**src/rtl/ysyx_22041461_lsu.sv**
```systemverilog
// ysyx_22041461_lsu: load/store unit in the execute stage.
// It takes the ALU effective address and store data and performs one data-memory
// access over a valid/ready bus. The result and destination tag go to writeback
// through a second valid/ready handshake. One access is in flight at a time.
//
// Ports
//   clk, rst_n        clock, asynchronous active-low reset
//   req_*             execute-stage request (mem_op, addr, wdata, rd)
//   mem_req_*         bus request (aligned address, write enable/strobe/data)
//   mem_rvalid/rdata  bus read data or write acknowledge (one-cycle pulse)
//   resp_*            writeback response (extended load data, rd tag, error)
module ysyx_22041461_lsu #(
  parameter int unsigned ADDR_W = 64,
  parameter int unsigned DATA_W = 64
) (
  input  logic              clk,
  input  logic              rst_n,
  input  logic              req_valid,
  output logic              req_ready,
  input  logic [3:0]        mem_op,
  input  logic [ADDR_W-1:0] addr,
  input  logic [DATA_W-1:0] wdata,
  input  logic [4:0]        rd,
  output logic              mem_req_valid,
  input  logic              mem_req_ready,
  output logic [ADDR_W-1:0] mem_addr,
  output logic              mem_wen,
  output logic [7:0]        mem_wstrb,
  output logic [DATA_W-1:0] mem_wdata,
  input  logic              mem_rvalid,
  input  logic [DATA_W-1:0] mem_rdata,
  output logic              resp_valid,
  input  logic              resp_ready,
  output logic [DATA_W-1:0] resp_rdata,
  output logic [4:0]        resp_rd,
  output logic              resp_err
);

  typedef enum logic [1:0] {StIdle, StReq, StWait, StResp} state_e;

  state_e            r_state;
  logic [3:0]        r_op;
  logic [2:0]        r_off;
  logic              r_req_ready;
  logic              r_mem_req_valid;
  logic [ADDR_W-1:0] r_mem_addr;
  logic              r_mem_wen;
  logic [7:0]        r_mem_wstrb;
  logic [DATA_W-1:0] r_mem_wdata;
  logic              r_resp_valid;
  logic [DATA_W-1:0] r_resp_rdata;
  logic [4:0]        r_resp_rd;
  logic              r_resp_err;

  logic              w_misalign;
  logic              w_err;
  logic [7:0]        w_size_mask;
  logic [7:0]        w_strb;
  logic [DATA_W-1:0] w_wdata_sh;
  logic [DATA_W-1:0] w_raw;
  logic [DATA_W-1:0] w_ext;

  // Request-side decode, evaluated on the incoming (not yet latched) request.
  always_comb begin
    w_misalign  = 1'b0;
    w_size_mask = 8'h00;
    unique case (mem_op[1:0])
      2'd0: begin w_misalign = 1'b0;               w_size_mask = 8'h01; end
      2'd1: begin w_misalign = addr[0];            w_size_mask = 8'h03; end
      2'd2: begin w_misalign = (addr[1:0] != 2'd0); w_size_mask = 8'h0F; end
      2'd3: begin w_misalign = (addr[2:0] != 3'd0); w_size_mask = 8'hFF; end
      default: ;
    endcase
    // Reserved op, unsigned store, or misaligned access.
    w_err = (mem_op[2:0] == 3'b111) || (mem_op[3] && mem_op[2]) || w_misalign;
    w_strb     = w_size_mask << addr[2:0];
    w_wdata_sh = wdata << {addr[2:0], 3'b000};
  end

  // Load extraction from the raw doubleword, using the latched op and offset.
  always_comb begin
    w_raw = mem_rdata >> {r_off, 3'b000};
    w_ext = w_raw;
    unique case (r_op[2:0])
      3'b000:  w_ext = {{56{w_raw[7]}},  w_raw[7:0]};
      3'b001:  w_ext = {{48{w_raw[15]}}, w_raw[15:0]};
      3'b010:  w_ext = {{32{w_raw[31]}}, w_raw[31:0]};
      3'b011:  w_ext = w_raw;
      3'b100:  w_ext = {56'd0, w_raw[7:0]};
      3'b101:  w_ext = {48'd0, w_raw[15:0]};
      3'b110:  w_ext = {32'd0, w_raw[31:0]};
      default: w_ext = '0;
    endcase
  end

  always_ff @(posedge clk or negedge rst_n) begin
    if (!rst_n) begin
      r_state         <= StIdle;
      r_op            <= 4'd0;
      r_off           <= 3'd0;
      r_req_ready     <= 1'b1;
      r_mem_req_valid <= 1'b0;
      r_mem_addr      <= '0;
      r_mem_wen       <= 1'b0;
      r_mem_wstrb     <= 8'h00;
      r_mem_wdata     <= '0;
      r_resp_valid    <= 1'b0;
      r_resp_rdata    <= '0;
      r_resp_rd       <= 5'd0;
      r_resp_err      <= 1'b0;
    end else begin
      unique case (r_state)
        StIdle: begin
          if (req_valid) begin
            r_op        <= mem_op;
            r_off       <= addr[2:0];
            r_resp_rd   <= rd;
            r_req_ready <= 1'b0;
            if (w_err) begin
              // Errors skip the bus entirely and respond next cycle.
              r_state      <= StResp;
              r_resp_valid <= 1'b1;
              r_resp_err   <= 1'b1;
              r_resp_rdata <= '0;
            end else begin
              r_state         <= StReq;
              r_mem_req_valid <= 1'b1;
              r_mem_addr      <= {addr[ADDR_W-1:3], 3'b000};
              r_mem_wen       <= mem_op[3];
              r_mem_wstrb     <= mem_op[3] ? w_strb : 8'h00;
              r_mem_wdata     <= mem_op[3] ? w_wdata_sh : '0;
              r_resp_err      <= 1'b0;
            end
          end
        end
        StReq: begin
          if (mem_req_ready) begin
            r_state         <= StWait;
            r_mem_req_valid <= 1'b0;
          end
        end
        StWait: begin
          if (mem_rvalid) begin
            r_state      <= StResp;
            r_resp_valid <= 1'b1;
            r_resp_rdata <= r_op[3] ? '0 : w_ext;
          end
        end
        StResp: begin
          if (resp_ready) begin
            r_state      <= StIdle;
            r_resp_valid <= 1'b0;
            r_req_ready  <= 1'b1;
          end
        end
        default: r_state <= StIdle;
      endcase
    end
  end

  assign req_ready     = r_req_ready;
  assign mem_req_valid = r_mem_req_valid;
  assign mem_addr      = r_mem_addr;
  assign mem_wen       = r_mem_wen;
  assign mem_wstrb     = r_mem_wstrb;
  assign mem_wdata     = r_mem_wdata;
  assign resp_valid    = r_resp_valid;
  assign resp_rdata    = r_resp_rdata;
  assign resp_rd       = r_resp_rd;
  assign resp_err      = r_resp_err;

endmodule
```
**config.mk**
```make
export PLATFORM = sky130hd
export DESIGN_NAME = ysyx_22041461_lsu
export DESIGN_NICKNAME = d
export VERILOG_FILES = /design/src/rtl/ysyx_22041461_lsu.sv
export SDC_FILE = /design/constraint.sdc
export NUM_CORES = 1
export LEC_CHECK = 0
export BUFFER_PORTS_ARGS = -buffer_cell sky130_fd_sc_hd__buf_4
export CAP_MARGIN = 20
export CORE_MARGIN = 2
export CORE_UTILIZATION = 46
export DETAILED_ROUTE_END_ITERATION = 16
export PLACE_DENSITY = 0.84
export SYNTH_ARGS = -nofsm -noshare
export SYNTH_HDL_FRONTEND = slang
export SYNTH_SLANG_ARGS = --single-unit
```
**constraint.sdc**
```tcl
create_clock -name clk -period 2.2 [get_ports clk]
set_input_delay 0.22 -clock clk [delete_from_list [all_inputs] [get_ports clk]]
set_output_delay 0.22 -clock clk [all_outputs]
set_load 0.02 [all_outputs]
```
==> summary.txt <==
Finish
  • Area growth syn-to-layout: 46.7%
  • Commonest cells after routing, fill and taps aside: 467 x buf_4, 213 x dfrtp_1, 141 x nand2_1
  • Most common cell after layout, fill and taps aside: buf_4
  • Utilization after layout: between 60 and 70%
  • Net count, final: about 1800
  • Footprint of the multi-input gates: slightly below 6000 sq um
  • Diodes inserted: 0
  • Layout cells sized above 1: around two fifths
  • FF+latch area: 5410 sq um
  • Filler Cell Count: ~1900

Clock tree
  • Later-pin clock latency in the skew report: around 0.53 ns
  • Sink Count: approximately 220
  • CTS H-tree depth: 1
  • Total CTS buffers: 24
  • CTS root buffer: clkbuf_16
  • Worst-path clk slew: roughly 0.06 ns
  • CTS tree: done
  • CTS Buffer Depth: 3

Global route
  • Initial antenna violation count: 0
  • Grt ovf: 0
  • Vias in the first global route: 11100
  • Global-route wire length before repair: between 60000 and 70000 microns
  • Global-route usage over all layers: roughly a third
  • Largest net degree at the start of global routing: 85

Critical path
  • Critical path class: flop to flop
  • WP data arrival: 2.57 ns
  • Critical Path Fanout Max: 32
  • Critical path capture point type: flop
  • Critical Path RT: roughly 2.7 ns
  • Critical Path Source Type: flop

Timing
  • Tmin final: 2.11 ns
  • Final Hold Violating Endpoints: 0
  • Slew @ Worst Pin: around 0.6 ns
  • Slew margin rel.: about three fifths
  • Final setup vio count: 0
  • Setup TNS: 0 ns
  • Hold Slack: roughly 0.078 ns
  • Setup Skew: around 0.018 ns
  • Period Utilization, post-route: between 90% and 100%
  • Fmax: 474 MHz
  • Slew Limit Fails: 0

Power and ir drop
  • Pwr dens: between 1000 and 1500 nW/um^2
  • Peak supply drop: between 0.0008 and 0.0009 V
  • Final Total Pwr: 0.0231 W
  • Static leakage: about 8.4 nW

Routing
  • DR vias: 11300
  • Final wirelength: between 40000 and 50000 microns
  • Routed Antenna Nets: 0
  • Vias per inst: 5.79
  • Routed len/inst: around 23 microns
  • Pre-Repair DR Iteration Count: 6
  • # DRC: 0
  • Initial drt markers: a little over 1000

Die
  • Die X: approximately 160 microns
  • Die Y: 164 microns
  • Row count: between 50 and 60
  • Core box area: approximately 25000 sq um
  • Num ports: roughly 420
  • Starting density of the core: 46.6%
  • DIE AREA: around 27000 sq um

Place
  • RD Place Congestion: 0.954
  • I/O Buffers: roughly 410
  • DP HPWL: approximately 33000 microns

Synthesis
  • Post-synth EDFFs: 0
  • Synth cell types: 55
  • Mapped Area: roughly 12000 sq um
  • Top cell type's share of synthesized area: ~46%
  • Cell taking the most area after synthesis: dfrtp_1
  • Synth async-reset ratio: 100%
  • Count of state elements after synthesis: about 220
  • Dominant synthesized flop cell: dfrtp_1
  • Syn Area/Cell: 10.4 sq um
  • Sequential fraction of the synthesis area: between 40% and 50%
  • Synth warn: 0
  • Post-Synthesis Cells: about 1100
  • Area contributors post-synth: dfrtp_1 46%, mux2i_1 9.1%, mux2_2 8.8%

Status
  • Run status: complete, no violations

Hold path
  • Hold Crit Class: input pin to flop

Job
  • Max cap viols: 0
path summary, 6_finish.rpt:
check	start	slack [ns]	endpoint	cells after the start
setup / recovery	r_off[2]	0.09	resp_rdata[33]	6
hold / removal	mem_op[0]	0.08	mem_wstrb[6]	3
setup reg to reg	r_off[2]	0.09	resp_rdata[33]	6
hold reg to reg	mem_wstrb[5]	0.48	mem_wstrb[5]	1
max in group asynchronous	rst_n	1.38	r_off[1]	3
min in group asynchronous	rst_n	0.20	resp_rdata[4]	2
power by group:
| part | internal [W] | switching (W) | total [W] |
|---|---|---|---|
| Sequential | 0.00563 | 0.00122 | 0.00685 |
| Combinational | 0.00536 | 0.00689 | 0.0122 |
| Clock | 0.00236 | 0.00167 | 0.00403 |
layout make-up:
type	count	area share [%]
Inverter	11	0.240
Tap cell	330	2.40
Clock buffer	34	3.89
Multi-Input combinational cell	791	34.1
Timing Repair Buffer	566	27.2
Clock inverter	9	0.663
Sequential cell	216	31.5
registers in the layout, summed over array words and instances, names as in the netlist:
register       count
mem_wdata         64
resp_rdata        64
mem_addr          61
mem_wstrb          8
resp_rd            5
r_op               4
r_off              3
r_state            2
mem_req_valid      1
mem_wen            1
req_ready          1
resp_err           1
resp_valid         1
critical path, stage by stage (launching register included):
cell	delay, ns
dfrtp_1	0.49
nor2b_1	0.20
a22o_1	0.23
or4_4	0.55
buf_4	0.26
nand4_1	0.17
a22o_1	0.13
through the flow:
stage | std cells | instance area, sq um | setup slack, ns
2_1_floorplan | 1124 | 11700 | 0.0796
3_3_place_gp | 1827 | 15500 | -0.149
3_5_place_dp | 1827 | 15500 | -0.261
4_1_cts | 1949 | 17100 | 0.0780
5_1_grt | 1957 | 17200 | -0.0260
6_report | 1957 | 17200 | 0.0886
what timing repair did:
action,in CTS,in global routing
gates resized for setup,4,8
cloned,0,2
pin swaps,0,4
hold buffers,79,0
setup buffers,0,6
endpoints found under the setup margin,55,50
endpoints found under the hold margin,294,0
Yosys cell counts, types with 5 or more instances:
master	n
inv_1	10
nand3_1	7
a221o_2	10
a221o_1	6
nor2_1	26
a211oi_1	38
mux2i_1	106
a21oi_1	31
ha_1	5
buf_2	28
nor2b_1	30
clkbuf_1	69
mux4_2	8
o21ai_0	86
dfrtp_1	215
mux2_2	92
o32ai_1	8
o2bb2ai_1	7
a31oi_1	9
o22ai_1	17
nand4_1	33
nand2_1	141
a22oi_1	9
o211ai_1	10
a22o_1	66
kinds of logic after synthesis:
group | after synthesis | synth area share, %
and+or+nand+nor | 260 | 10.4
adders and majority gates | 5 | 0.534
other | 1 | 0.0320
buffers and inverters | 118 | 4.37
DFF | 216 | 46.2
muxes | 206 | 19.5
AOI/OAI and AO/OA | 316 | 19.0
metal layers:
layer / up-vias / GRT usage, % / routed length, microns
met5: - / 0 / 0
met4: 0 / 13.4 / 2020
met1: 5467 / 40.5 / 17000
met2: 628 / 54.0 / 22100
met3: 104 / 6.22 / 3640
li1: 5139 / - / -
(Power assumes the default switching activity.)
